==> config.mk <==
export PLATFORM = sky130hd
export DESIGN_NAME = stack_port
export DESIGN_NICKNAME = d
export VERILOG_FILES = /design/src/rtl/stack_port.sv
export SDC_FILE = /design/constraint.sdc
export NUM_CORES = 1
export LEC_CHECK = 0
export BUFFER_PORTS_ARGS = -buffer_cell sky130_fd_sc_hd__buf_2
export CAP_MARGIN = 40
export CORE_MARGIN = 8
export CORE_UTILIZATION = 45
export CTS_CLUSTER_DIAMETER = 50
export DETAILED_ROUTE_END_ITERATION = 10
export PLACE_DENSITY = 0.83
export SLEW_MARGIN = 20
export SYNTH_ARGS = -nofsm -noshare
export SYNTH_HDL_FRONTEND = slang
export SYNTH_SLANG_ARGS = --single-unit
==> constraint.sdc <==
create_clock -name clk -period 5.1 [get_ports clk]
set_clock_uncertainty 0.2 [all_clocks]
set_input_delay 0.765 -clock clk [delete_from_list [all_inputs] [get_ports clk]]
set_output_delay 0.765 -clock clk [all_outputs]
set_load 0.02 [all_outputs]
==> src/rtl/stack_port.sv <==
// stack_port: turns core push/pop requests into stack-memory transactions.
// Full-descending stack: push pre-decrements sp then writes, pop reads then
// post-increments sp. Optional macro STACK_PEEK_EN enables op 2'b10 (peek),
// a top-of-stack read that leaves sp untouched.
module stack_port #(
    parameter int unsigned DATA_W      = 8,
    parameter logic [15:0] STACK_BASE  = 16'h1000,
    parameter logic [15:0] STACK_LIMIT = 16'h0F00
) (
    input  logic              clk,
    input  logic              rst,
    input  logic              req_valid,
    output logic              req_ready,
    input  logic [1:0]        req_op,
    input  logic [DATA_W-1:0] req_data,
    output logic              resp_valid,
    input  logic              resp_ready,
    output logic [DATA_W-1:0] resp_data,
    output logic              resp_err,
    input  logic [15:0]       sp_q,
    output logic              sp_d,
    output logic              sp_en,
    output logic [15:0]       mem_addr,
    output logic [DATA_W-1:0] mem_wdata,
    output logic              mem_we,
    output logic              mem_re,
    input  logic [DATA_W-1:0] mem_rdata,
    input  logic              mem_ready
);

    localparam logic [1:0] OpPush = 2'b00;
    localparam logic [1:0] OpPop  = 2'b01;
    localparam logic [1:0] OpPeek = 2'b10;

    typedef enum logic [2:0] {StIdle, StDec, StWr, StRd, StInc, StResp} state_e;

    state_e            state_q, state_d;
    logic [DATA_W-1:0] data_q, data_d;
    logic [DATA_W-1:0] rdata_q, rdata_d;
    logic              err_q, err_d;
`ifdef STACK_PEEK_EN
    logic              peek_q, peek_d;
`endif

    // State and transaction registers; reset abandons any in-flight access.
    always_ff @(posedge clk or posedge rst) begin
        if (rst) begin
            state_q <= StIdle;
            data_q  <= '0;
            rdata_q <= '0;
            err_q   <= 1'b0;
`ifdef STACK_PEEK_EN
            peek_q  <= 1'b0;
`endif
        end else begin
            state_q <= state_d;
            data_q  <= data_d;
            rdata_q <= rdata_d;
            err_q   <= err_d;
`ifdef STACK_PEEK_EN
            peek_q  <= peek_d;
`endif
        end
    end

    // Next-state decode and per-state strobes; all outputs idle by default.
    always_comb begin
        state_d    = state_q;
        data_d     = data_q;
        rdata_d    = rdata_q;
        err_d      = err_q;
`ifdef STACK_PEEK_EN
        peek_d     = peek_q;
`endif
        req_ready  = 1'b0;
        resp_valid = 1'b0;
        sp_en      = 1'b0;
        sp_d       = 1'b0;
        mem_addr   = '0;
        mem_wdata  = '0;
        mem_we     = 1'b0;
        mem_re     = 1'b0;

        unique case (state_q)
            StIdle: begin
                req_ready = 1'b1;
                if (req_valid) begin
                    data_d  = req_data;
                    rdata_d = '0;
                    err_d   = 1'b0;
`ifdef STACK_PEEK_EN
                    peek_d  = (req_op == OpPeek);
`endif
                    unique case (req_op)
                        OpPush: begin
                            if (sp_q == STACK_LIMIT) begin
                                err_d   = 1'b1;
                                state_d = StResp;
                            end else begin
                                state_d = StDec;
                            end
                        end
`ifdef STACK_PEEK_EN
                        OpPop, OpPeek: begin
`else
                        OpPop: begin
`endif
                            if (sp_q == STACK_BASE) begin
                                err_d   = 1'b1;
                                state_d = StResp;
                            end else begin
                                state_d = StRd;
                            end
                        end
                        default: begin
                            err_d   = 1'b1;
                            state_d = StResp;
                        end
                    endcase
                end
            end
            StDec: begin
                sp_en   = 1'b1;
                sp_d    = 1'b1;
                state_d = StWr;
            end
            StWr: begin
                mem_addr  = sp_q;
                mem_wdata = data_q;
                mem_we    = 1'b1;
                if (mem_ready) begin
                    state_d = StResp;
                end
            end
            StRd: begin
                mem_addr = sp_q;
                mem_re   = 1'b1;
                if (mem_ready) begin
                    rdata_d = mem_rdata;
`ifdef STACK_PEEK_EN
                    state_d = peek_q ? StResp : StInc;
`else
                    state_d = StInc;
`endif
                end
            end
            StInc: begin
                sp_en   = 1'b1;
                state_d = StResp;
            end
            StResp: begin
                resp_valid = 1'b1;
                if (resp_ready) begin
                    rdata_d = '0;
                    err_d   = 1'b0;
                    state_d = StIdle;
                end
            end
            default: state_d = StIdle;
        endcase
    end

    assign resp_data = rdata_q;
    assign resp_err  = err_q;

endmodule

==> results.txt, run 1 <==
The clock latency on the worst-skew pair is 0.30 ns. The sum of routed wire length over all layers came out at 3408 µm. The most used routing layer in global routing is met2. For met2 alone, demand over resource in global routing was 27.57%. Setup repair after global routing left no endpoint under its margin. In this run, synthesis inferred 0 flip-flops with an integrated enable. The final cell area excluding filler cells is 1620 µm². The signal on the critical path passes through nor2b_2, nor2b_1, and2_1, buf_2. The total area inside the core boundary comes to 2500 µm².

The violation count after the first detailed-route iteration is 67. Before antenna repair, the detailed router went through 4 iterations. The Yosys step of the flow raised 0 warnings.

The critical path starts at state_q[1]. Buffers placed on the I/O ports in this run total 77. The global-route wire length before repair came out at 5347 µm. The hold buffer count at CTS came out at 0. For this configuration, the core starts out at a cell density of 48.10%.

For the worst setup path, the data arrival time is 2.42 ns. The clock root buffer is sky130_fd_sc_hd__clkbuf_4. In this run the register-to-register setup slack is 2.74 ns. After layout, the minimum clock period comes to 3.382 ns. Across the VDD grid, the largest voltage drop is 337.4 µV. The count of standard-cell rows came out at 18.

The biggest area contributor in the post-synthesis netlist is sky130_fd_sc_hd__dfrtp_1. The met1 usage is 15.48%. The endpoint of the most critical setup path is mem_wdata[2]. The tightest hold path in the finished design has a slack of 0.3195 ns. The slowest stage of the critical path is the sky130_fd_sc_hd__nor2b_2 cell.

The largest stage delay on the critical path came out at 0.72 ns. Leaving out fill and tap cells, the most frequent cell in the layout is sky130_fd_sc_hd__buf_2. Internal power comes to 0.5203 mW. The remaining antenna violation count after routing came out at 0.

Using the TritonRoute via totals, the vias-per-cell ratio works out to 5.117. In the synthesized netlist the async set-or-reset flop fraction comes to 100.0%. The total number of vias is 1141. The path class of the tightest hold or removal check is reg -> reg.

The post-synthesis net count came out at 159. The area share of the largest cell type after synthesis came out at 41.62%. The worst slew margin relative to its limit is 48.86%. Yosys attributes the largest share of cell area to sky130_fd_sc_hd__dfrtp_1, sky130_fd_sc_hd__mux2_2, sky130_fd_sc_hd__and2_1, sky130_fd_sc_hd__and3_1, sky130_fd_sc_hd__buf_6.

The most used flip-flop cell after synthesis is sky130_fd_sc_hd__dfrtp_1. The deepest level of the CTS H-tree came out at 1. The register bit total from synthesis is 20. The count of cell types in the netlist is 30. The setup fix buffers added after clock tree synthesis came out at 0. The flow ran to the end, and the final reports show no timing, DRC or antenna violations. The clock transition at the register clock pins on the worst setup and hold paths after CTS is 0.10 ns. The maximum achievable frequency is 295.7 MHz. In this run the critical register-to-register path is launched from state_q[1]. Broken down by cell family, the worst path's largest delay share belongs to simple AND/OR/NAND/NOR gates. The capture instance of the worst register-to-register path is resp_data[0].

The floorplan die width came out at 67.69 µm. STA classifies the critical path endpoint as an output pin. The clock network accounts for 13.8% of the total power.

The cell depth of the worst flop-to-flop path came out at 4. The number of cells on the critical path is 4. Of the total power, the share spent switching nets is 44.04%. The detailed-route wire length per cell is 15.28 µm. For this design the total switching power over the nets is 0.4095 mW. Of all nets on the critical path, the largest fanout is 28.

The via count of the first global-routing pass came out at 1186. Global routing used 14.63% of the available tracks. The number of nets in the final layout is 233. The count of filler cells inserted in the layout is 219. The start-to-end type of the worst setup path is reg -> out.

The total DRC errors in the routed layout came out at 0. The portion of the post-synthesis area used by sequential elements is 41.62%. The library cells used most frequently in the layout, excluding fill and tap cells, are sky130_fd_sc_hd__buf_2, sky130_fd_sc_hd__and2_1, sky130_fd_sc_hd__dfrtp_1. Setup violations remaining at the end of the flow were counted as 0. Of the cells placed in the final design, the portion with a size suffix greater than 1 is 52.85%. Across the run, the number of max-cap violations was 0.

The global placement routability congestion came out at 0.7917. STA classifies the critical path startpoint as a flip-flop. 0 antenna diodes ended up in the layout. The total area of multi-input combinational cells is 635.6 µm². The final-report max-slew violation count is 0.

After detailed placement, the total cell area comes to 1568 µm². TritonCTS built the clock tree. The number of primary I/O pins is 78.

The total negative setup slack is 0 ns. The overall power is 0.9298 mW. Averaged over all synthesized cells, the footprint is 10.02 µm². The final hold violation count came out at 0. The largest net degree at the start of global routing is 29. The fraction of power consumed by sequential logic came out at 32.6%.

Clock tree synthesis inserted a total of 3 buffers. Counting every instance in the synthesized netlist gives 120. The height of the die is 67.69 µm.

The area of the die is 4582 µm². The overall overflow remaining after global route came out at 0. The leakage power of the design came out at 0.9214 nW. After clock tree synthesis, the repair step resized 0 gates. The required time at the worst-slack endpoint came out at 4.14 ns. The area taken by flip-flops and latches came out at 500.5 µm². Power spread over the standard cell area amounts to 573.8 nW/µm².

The worst path uses 66.31% of the clock period. The deepest clock path buffer count is 2. The netlist area before placement came out at 1202 µm².

The total placed cells including tap cells is 219. The number of sinks handled by clock tree synthesis is 20. The share of total power in combinational logic came out at 53.6%.

The combined buffer and inverter count along the critical path came out at 1. The number of antenna violations at the first check in global routing is 0. The placed wire-length estimate after detailed placement came out at 2775 µm. The slew at the pin closest to its max-slew limit is 0.7636 ns.

The synthesis-to-finish area growth came out at 34.76%. The global-route met3 utilization came out at 4.636%. The number of standard cells in the layout, taps in and fillers out is 223.
sequential cells by signal (all words and copies together) (netlist names):
name       flops
state_q        3
data_q         8
resp_err       1
resp_data      8
logic make-up (layout without fill, tap and decap cells):
| family | after synthesis | in the layout | synth area share, % |
|---|---|---|---|
| simple gates | 65 | 65 | 33.09 |
| flops | 20 | 20 | 41.62 |
| mux | 16 | 16 | 14.98 |
| buf+inv | 10 | 83 | 5.514 |
| compound gates | 7 | 7 | 3.330 |
| xor+xnor | 2 | 2 | 1.457 |
per-layer routing:
| metal | routed length (µm) | vias to the layer above |
|---|---|---|
| li1 | - | 558 |
| met1 | 1305 | 545 |
| met2 | 1860 | 36 |
| met3 | 228 | 2 |
| met4 | 13 | 0 |
| met5 | 0 | - |
power by group through the flow:
stage               Combinational (mW)  Sequential, mW  Clock (mW)
floorplan                        0.376           0.296           0
global placement                 0.488           0.298           0
detailed placement               0.504           0.303           0
CTS                              0.505           0.303       0.130
global route                     0.539           0.315       0.138
finish                           0.499           0.303       0.128
how the worst min path moves through the flow:
stage	start	endpoint	slack (ns)	cells past startpoint
after CTS	resp_data[2]	resp_data[2]	0.32	1
after detailed placement	resp_err	resp_err	0.29	2
after global placement	resp_err	resp_err	0.27	2
final	data_q[5]	data_q[5]	0.32	1
after global routing	data_q[2]	data_q[2]	0.34	1
after floorplan	data_q[0]	data_q[0]	0.27	1
cells in the mapped netlist (3+ instances only):
library cell / number
sky130_fd_sc_hd__and2_1: 26
sky130_fd_sc_hd__dfrtp_1: 20
sky130_fd_sc_hd__mux2_2: 16
sky130_fd_sc_hd__and3_1: 9
sky130_fd_sc_hd__nand2_1: 7
sky130_fd_sc_hd__nand3_1: 4
sky130_fd_sc_hd__nor2_1: 4
sky130_fd_sc_hd__buf_6: 3
sky130_fd_sc_hd__clkbuf_1: 3
sky130_fd_sc_hd__nor4_1: 3
per-stage QoR:
| stage | worst slack (ns) | utilization [%] |
|---|---|---|
| 2_1_floorplan | 2.698 | - |
| 3_3_place_gp | 2.193 | 62.51 |
| 3_5_place_dp | 2.064 | 62.71 |
| 4_1_cts | 1.713 | 64.81 |
| 5_1_grt | 1.485 | 64.81 |
| 6_report | 1.718 | 64.81 |
worst register-to-register path: stages, from the launching register on:
cell and delay [ns]:
sky130_fd_sc_hd__dfrtp_1 0.58, sky130_fd_sc_hd__nor2b_2 0.72, sky130_fd_sc_hd__nand3_1 0.18, sky130_fd_sc_hd__nand2_2 0.23, sky130_fd_sc_hd__mux2_2 0.36
final cells by class:
class,count,area share [%]
repair buffers,78,24.09
clock inverters,1,1.853
inverters,1,0.2317
well taps,30,2.317
multi-input cells,90,39.23
flip-flops and latches,20,30.89
clock buffers,3,1.390
No activity file was read; power rests on OpenSTA's default activity.
==> run 2: changes to the inputs <==
--- a/config.mk
+++ b/config.mk
@@ -8,10 +8,10 @@
 export BUFFER_PORTS_ARGS = -buffer_cell sky130_fd_sc_hd__buf_2
 export CAP_MARGIN = 40
 export CORE_MARGIN = 8
-export CORE_UTILIZATION = 45
+export CORE_UTILIZATION = 42
 export CTS_CLUSTER_DIAMETER = 50
 export DETAILED_ROUTE_END_ITERATION = 10
-export PLACE_DENSITY = 0.83
+export PLACE_DENSITY = 0.78
 export SLEW_MARGIN = 20
 export SYNTH_ARGS = -nofsm -noshare
 export SYNTH_HDL_FRONTEND = slang
==> constraint.sdc (replaced) <==
create_clock -name clk -period 3.3 [get_ports clk]
set_clock_uncertainty 0.2 [all_clocks]
set_input_delay 0.495 -clock clk [delete_from_list [all_inputs] [get_ports clk]]
set_output_delay 0.495 -clock clk [all_outputs]
set_load 0.02 [all_outputs]
==> results.txt, run 2 (synthesis gave the netlist of run 1 again) <==
Status: finished, final reports clean (unchanged). The register-to-register setup slack was 1.25 ns (was 2.74 ns). The number of antenna violations at the first check in global routing is 0 (unchanged). The largest net degree at the start of global routing came out at 28 (was 29).

The proportion of total power due to net switching was 45.35% (was 44.04%). The total DRC errors in the routed layout is 0 (unchanged). The worst flop-to-flop path startpoint is state_q[1] (unchanged). Critical path cell sequence: nor2b_2, nor2b_1, and2_1, buf_2 (unchanged).

The worst hold path depth is 2 (was 1). The deepest clock path buffer count was 2 (unchanged). The start-to-end type of the worst setup path was reg -> out (unchanged). Top library cells by usage in the layout, fill and taps aside: sky130_fd_sc_hd__buf_2, sky130_fd_sc_hd__and2_1, sky130_fd_sc_hd__dfrtp_1 (unchanged). The number of nets in the final layout was 236 (was 233).

The count of antenna diodes in the layout is 0 (unchanged). The slew at the pin closest to its max-slew limit is 0.5878 ns (was 0.7636 ns). The capture instance of the worst register-to-register path is resp_data[1] (was resp_data[0]).

The global placement routability congestion came out at 0.8142 (was 0.7917). The maximum achievable frequency is 398.7 MHz. The count of filler cells inserted in the layout is 250 (was 219). The post-route clock period utilization is 76.00%. The initial cell density of the core came to 43.98% (was 48.10%). The commonest non-fill, non-tap cell in the layout is sky130_fd_sc_hd__buf_2 (unchanged).

The deepest level of the CTS H-tree came to 1 (unchanged). The sink of the worst hold path is data_q[1] (was data_q[5]). The fraction of power consumed by sequential logic came out at 33.4% (was 32.6%). The number of primary I/O pins is 78 (unchanged).

The count of standard-cell rows is 19 (was 18). The time the final worst path needs with I/O delays and setup came out at 2.508 ns. The core box area came to 2734 µm² (was 2500 µm²). The startpoint of the worst hold path was req_data[1] (was data_q[5]).

The number of failing setup endpoints in the final timing report came to 0 (unchanged). The total negative setup slack is 0 ns (unchanged). The global-route wire length before repair came out at 5623 µm (was 5347 µm). The slowest cell on the critical path was sky130_fd_sc_hd__dfrtp_1 (was sky130_fd_sc_hd__nor2b_2).

The clock network fraction of total power came out at 10.2% (was 13.8%). The detailed-route wire length per cell is 15.05 µm (was 15.28 µm). The via count of the first global-routing pass is 1223 (was 1186). The total net switching power was 0.6310 mW (was 0.4095 mW). The clock buffer count from CTS came out at 3 (unchanged). The max capacitance violation total was 0 (unchanged).

The clock transition at the register clock pins on the worst setup and hold paths after CTS is 0.11 ns (was 0.10 ns). The first-pass detailed-route iteration total came to 4 (unchanged). The cell depth of the worst flop-to-flop path came to 5 (was 4).

The synthesis-to-finish area growth was 36.42% (was 34.76%). The clock root buffer was sky130_fd_sc_hd__clkbuf_4 (unchanged). The cell-internal power came to 0.7604 mW (was 0.5203 mW). The number of sinks handled by clock tree synthesis came to 20 (unchanged). The data arrival time of the critical path is 1.81 ns (was 2.42 ns). The met1 usage came out at 14.90% (was 15.48%). The worst hold path class is in -> reg (was reg -> reg).

The worst-path maximum fanout came out at 10 (was 28). The met2 layer usage reported by global route is 24.80% (was 27.57%). The violation count after the first detailed-route iteration is 59 (was 67). The peak ir drop on the vdd network came out at 534.4 µV (was 337.4 µV). The timing startpoint of the critical path is state_q[1] (unchanged). The overall overflow remaining after global route came to 0 (unchanged). The total number of vias came out at 1133 (was 1141). The post-cts repair resize count is 0 (unchanged). The areal power density over the cells is 848.3 nW/µm² (was 573.8 nW/µm²). The worst slew margin relative to its limit was 60.81% (was 48.86%). The final hold violation count is 0 (unchanged).

The final-report max-slew violation count is 0 (unchanged). The most used routing layer in global routing is met2 (unchanged). The overall power is 1.391 mW (was 0.9298 mW).

The placed wire-length estimate after detailed placement is 2775 µm (about the same). The TritonCTS clock tree is yes (unchanged). The leakage power of the design came out at 0.9314 nW (was 0.9214 nW). The ratio of cells with drive above 1 in the final layout is 53.06% (was 52.85%). The area of the die came out at 4831 µm² (was 4582 µm²). The floorplan die width came to 69.51 µm (was 67.69 µm). The remaining antenna violation count after routing came to 0 (unchanged). The global-route met3 utilization came out at 3.863% (was 4.636%). The startpoint type of the worst setup path was a flip-flop (unchanged). The largest stage delay on the critical path came out at 0.57 ns (was 0.72 ns). The required time at the worst-slack endpoint was 2.60 ns (was 4.14 ns). The height of the die is 69.51 µm (was 67.69 µm). The category of the worst setup path capture point is an output pin (unchanged). The sum of routed wire length over all layers came out at 3417 µm (was 3408 µm).

Setup repair after global routing missed its margin: no (unchanged). The clock latency on the worst-skew pair is 0.30 ns (about the same). The combined global-route utilization of all metal layers came out at 13.95% (was 14.63%). The routed via count divided by cell count is 4.991 (was 5.117). The share of total power in combinational logic is 56.4% (was 53.6%). The count of input and output buffers came to 77 (unchanged).
[run 2: cell count changes in the layout (fill, tap and decap cells not counted)]
cell / before / now
sky130_fd_sc_hd__buf_2: 78 / 77
sky130_fd_sc_hd__buf_4: 0 / 2
sky130_fd_sc_hd__buf_8: 0 / 1
sky130_fd_sc_hd__bufinv_16: 1 / 0
sky130_fd_sc_hd__clkbuf_8: 0 / 1
sky130_fd_sc_hd__dlygate4sd3_1: 0 / 1
[run 2: how the worst max path moves through the flow]
stage | to | slack (ns) | cells after the start
final | mem_wdata[6] | 0.79 | 4
after global routing | mem_wdata[6] | 0.51 | 4
after global placement | mem_wdata[6] | 1.23 | 4
after CTS | mem_wdata[6] | 0.76 | 4
after floorplan | mem_wdata[0] | 1.17 | 6
after detailed placement | mem_wdata[0] | 1.12 | 4
[run 2: power by group through the flow]
| stage | clock network [mW] | registers (mW) | logic (mW) |
|---|---|---|---|
| final | 0.142 | 0.465 | 0.785 |
| after detailed placement | 0 | 0.469 | 0.792 |
| after global placement | 0 | 0.461 | 0.772 |
| after CTS | 0.147 | 0.465 | 0.796 |
| after global routing | 0.156 | 0.488 | 0.858 |
| after floorplan | 0 | 0.458 | 0.580 |
[run 2: critical path, delay by kind of cell (launching register included)]
kind	cells	cell delay [ns]
AND/OR/NAND/NOR	3	0.79
flip-flops	1	0.57
buffers and inverters	1	0.16
[run 2: metrics by stage]
| step | std cells | utilization, % | worst slack [ns] | instance area [µm²] | hold WS (ns) |
|---|---|---|---|---|---|
| 2_1_floorplan | 120 | - | 1.168 | 1202 | 0.2588 |
| 5_1_grt | 227 | 60.00 | 0.5074 | 1640 | 0.2114 |
| 4_1_cts | 225 | 59.08 | 0.7629 | 1615 | 0.1272 |
| 6_report | 227 | 60.00 | 0.7921 | 1640 | 0.2187 |
| 3_3_place_gp | 221 | 57.76 | 1.227 | 1579 | 0.2619 |
| 3_5_place_dp | 221 | 57.76 | 1.117 | 1579 | 0.2686 |
[run 2: repair_timing]
item / 4_1_cts / 5_1_grt
hold buffers: 0 / 1
hold endpoints to repair: 0 / 1
setup buffers: 0 / 0
[run 2: area by class of cell]
class                      instances  area [µm²]  share of cell area [%]
multi-input combinational         90       635.6                   38.75
sequential                        20       500.5                   30.51
timing repair buffer              81       425.4                   25.93
tap                               31       38.79                   2.365
inverter                           1       3.754                  0.2288
clock buffer                       4       36.28                   2.212
[run 2: routing by layer]
layer	wire length [µm]	share of wire (%)	vias up
li1	-	-	561
met1	1371	40	533
met2	1827	53	33
met3	155	4.5	6
met4	63	1.8	0
met5	0	0	-
==> run 3: changes to the inputs <==
--- a/config.mk
+++ b/config.mk
@@ -8,10 +8,10 @@
 export BUFFER_PORTS_ARGS = -buffer_cell sky130_fd_sc_hd__buf_2
 export CAP_MARGIN = 40
 export CORE_MARGIN = 8
-export CORE_UTILIZATION = 42
+export CORE_UTILIZATION = 38
 export CTS_CLUSTER_DIAMETER = 50
 export DETAILED_ROUTE_END_ITERATION = 10
-export PLACE_DENSITY = 0.78
+export PLACE_DENSITY = 0.74
 export SLEW_MARGIN = 20
 export SYNTH_ARGS = -nofsm -noshare
 export SYNTH_HDL_FRONTEND = slang
==> constraint.sdc (replaced) <==
create_clock -name clk -period 2 [get_ports clk]
set_clock_uncertainty 0.2 [all_clocks]
set_input_delay 0.3 -clock clk [delete_from_list [all_inputs] [get_ports clk]]
set_output_delay 0.3 -clock clk [all_outputs]
set_load 0.02 [all_outputs]
==> results.txt, run 3 (synthesis gave the netlist of run 1 again) <==
Status: finished, final reports clean (unchanged). The placed wire-length estimate after detailed placement is 2693 µm (was 2775 µm). The areal power density over the cells came to 1387 nW/µm² (was 848.3 nW/µm²). The worst hold path class is in -> reg (unchanged). The TritonCTS clock tree is yes (unchanged). The overall overflow remaining after global route came out at 0 (unchanged). The proportion of total power due to net switching came to 43.50% (was 45.35%). The detailed-route wire length per cell is 13.26 µm (was 15.05 µm). The routed via count divided by cell count is 4.583 (was 4.991). The clock buffer count from CTS is 3 (unchanged). The total area of multi-input combinational cells came out at 648.1 µm² (was 635.6 µm²). The combined buffer and inverter count along the critical path came out at 2 (was 1). The largest stage delay on the critical path came out at 0.41 ns (was 0.57 ns). The startpoint type of the worst setup path is a flip-flop (unchanged). The count of standard-cell rows is 20 (was 19). The total DRC errors in the routed layout came to 0 (unchanged). Top library cells by usage in the layout, fill and taps aside: sky130_fd_sc_hd__buf_2, sky130_fd_sc_hd__and2_1, sky130_fd_sc_hd__dfrtp_1 (unchanged). The synthesis-to-finish area growth is 44.33% (was 36.42%).

The family with the most delay on the worst path was simple AND/OR/NAND/NOR gates (unchanged). The required time at the worst-slack endpoint is 1.50 ns (was 2.60 ns). The via count of the first global-routing pass is 1115 (was 1223).

The count of antenna diodes in the layout is 0 (unchanged). The area taken by flip-flops and latches is 501.7 µm² (was 500.5 µm²). The slowest cell on the critical path was sky130_fd_sc_hd__dfrtp_1 (unchanged). The final hold violation count is 0 (unchanged). The deepest level of the CTS H-tree was 1 (unchanged).

The clock network fraction of total power came out at 7.4% (was 10.2%). For the finished layout, the period the worst path requires is 1.905 ns. The count of input and output buffers came out at 77 (unchanged). The commonest non-fill, non-tap cell in the layout is sky130_fd_sc_hd__buf_2 (unchanged).

The final-report max-slew violation count is 0 (unchanged). Critical path cell sequence: nor2b_2, nor2b_4, buf_6, and2_1, buf_2 (was nor2b_2, nor2b_1, and2_1, buf_2). The remaining antenna violation count after routing is 0 (unchanged).

The maximum achievable frequency is 524.9 MHz. The clock root buffer is sky130_fd_sc_hd__clkbuf_4 (unchanged). The post-route clock period utilization came out at 95.25%. The worst slew margin relative to its limit was 75.46% (was 60.81%). The post-route worst hold slack came out at 0.03447 ns (was 0.2187 ns).

The category of the worst setup path capture point is an output pin (unchanged). The number of failing setup endpoints in the final timing report is 0 (unchanged). The clock transition at the register clock pins on the worst setup and hold paths after CTS is 0.10 ns (was 0.11 ns). The number of nets in the final layout is 244 (was 236). The initial cell density of the core is 39.71% (was 43.98%). The core box area is 3028 µm² (was 2734 µm²). The clock latency on the worst-skew pair came to 0.29 ns (was 0.30 ns).

The first-pass detailed-route iteration total was 4 (unchanged). The total net switching power came to 1.047 mW (was 0.6310 mW). The total number of vias came out at 1132 (was 1133). The number of antenna violations at the first check in global routing came out at 0 (unchanged). The height of the die came out at 72.25 µm (was 69.51 µm). The overall power was 2.408 mW (was 1.391 mW). The number of primary I/O pins came out at 78 (unchanged). The peak ir drop on the vdd network came to 453.5 µV (was 534.4 µV). The area of the die is 5220 µm² (was 4831 µm²). The slew at the pin closest to its max-slew limit came out at 0.3647 ns (was 0.5878 ns). The sum of routed wire length over all layers came out at 3274 µm (was 3417 µm). The count of filler cells inserted in the layout came out at 278 (was 250).

The global placement routability congestion is 0.8285 (was 0.8142). The cell-internal power came to 1.360 mW (was 0.7604 mW). The leakage power of the design came out at 0.9689 nW (was 0.9314 nW). Setup repair after global routing missed its margin: yes (was no). The floorplan die width is 72.25 µm (was 69.51 µm).

The share of total power in combinational logic came out at 64.6% (was 56.4%). The violation count after the first detailed-route iteration came out at 36 (was 59). The max capacitance violation total is 0 (unchanged). The worst-path maximum fanout is 9 (was 10). The total negative setup slack is 0 ns (unchanged). The global-route wire length before repair is 5313 µm (was 5623 µm). The deepest clock path buffer count came out at 2 (unchanged).

The ratio of cells with drive above 1 in the final layout came out at 56.65% (was 53.06%). The largest net degree at the start of global routing came to 21 (was 28). The number of sinks handled by clock tree synthesis came to 20 (unchanged). The data arrival time of the critical path is 1.41 ns (was 1.81 ns). The combined global-route utilization of all metal layers is 12.74% (was 13.95%).

The start-to-end type of the worst setup path was reg -> out (unchanged). The fraction of power consumed by sequential logic is 28.0% (was 33.4%).
-- run 3: metrics by stage --
step	util [%]	cell area [µm²]	setup WS, ns	cells
after detailed placement	54.17	1640	0.2634	240
final	57.31	1735	0.09499	247
after global placement	54.17	1640	0.2763	240
after global routing	57.31	1735	-0.01682	247
after CTS	56.03	1697	0.01665	247
after floorplan	-	1202	0.06260	120
-- run 3: worst register-to-register path: cells and delay by family (launching register included) --
kind / cells / cell delay [ns]
AO/OA/AOI/OAI: 1 / 0.11
buffers and inverters: 1 / 0.16
flip-flops: 1 / 0.41
multiplexers: 1 / 0.36
AND/OR/NAND/NOR: 2 / 0.50
-- run 3: routing by layer --
metal / GRT usage [%] / wire length (µm)
met1: 14.15 / 1352
met4: 3.401 / 23
met3: 4.959 / 239
met2: 21.97 / 1658
met5: 0 / 0
-- run 3: area by class of cell --
| cell class | instances | area share, % |
|---|---|---|
| Sequential cell | 20 | 28.91 |
| Tap cell | 44 | 3.172 |
| Multi-Input combinational cell | 90 | 37.35 |
| Timing Repair Buffer | 89 | 29.06 |
| Inverter | 1 | 0.2163 |
| Clock buffer | 3 | 1.298 |
-- run 3: what timing repair did --
item / CTS / global route
buffers inserted: 3 / 0
gates cloned: 0 / 0
hold buffers: 1 / 0
endpoints found under the hold margin: 20 / 0
endpoints found under the setup margin: 8 / 8
gates resized for setup: 1 / 13
-- run 3: power by group through the flow --
stage          Sequential (mW)  Clock, mW  Combinational [mW]
3_5_place_dp             0.708          0                1.45
3_3_place_gp             0.697          0                1.42
2_1_floorplan            0.755          0               0.958
6_report                 0.673      0.179                1.56
5_1_grt                  0.704      0.209                1.69
4_1_cts                  0.674      0.190                1.52
-- run 3: worst paths after layout --
check / from / end / slack, ns / cells after the start
setup / recovery: state_q[2] / mem_wdata[1] / 0.09 / 5
hold / removal: req_data[6] / data_q[6] / 0.03 / 2
setup reg to reg: state_q[2] / resp_data[0] / 0.16 / 5
hold reg to reg: data_q[6] / data_q[6] / 0.31 / 1
max in group asynchronous: rst / state_q[0] / 1.02 / 4
min in group asynchronous: rst / data_q[7] / 0.36 / 4
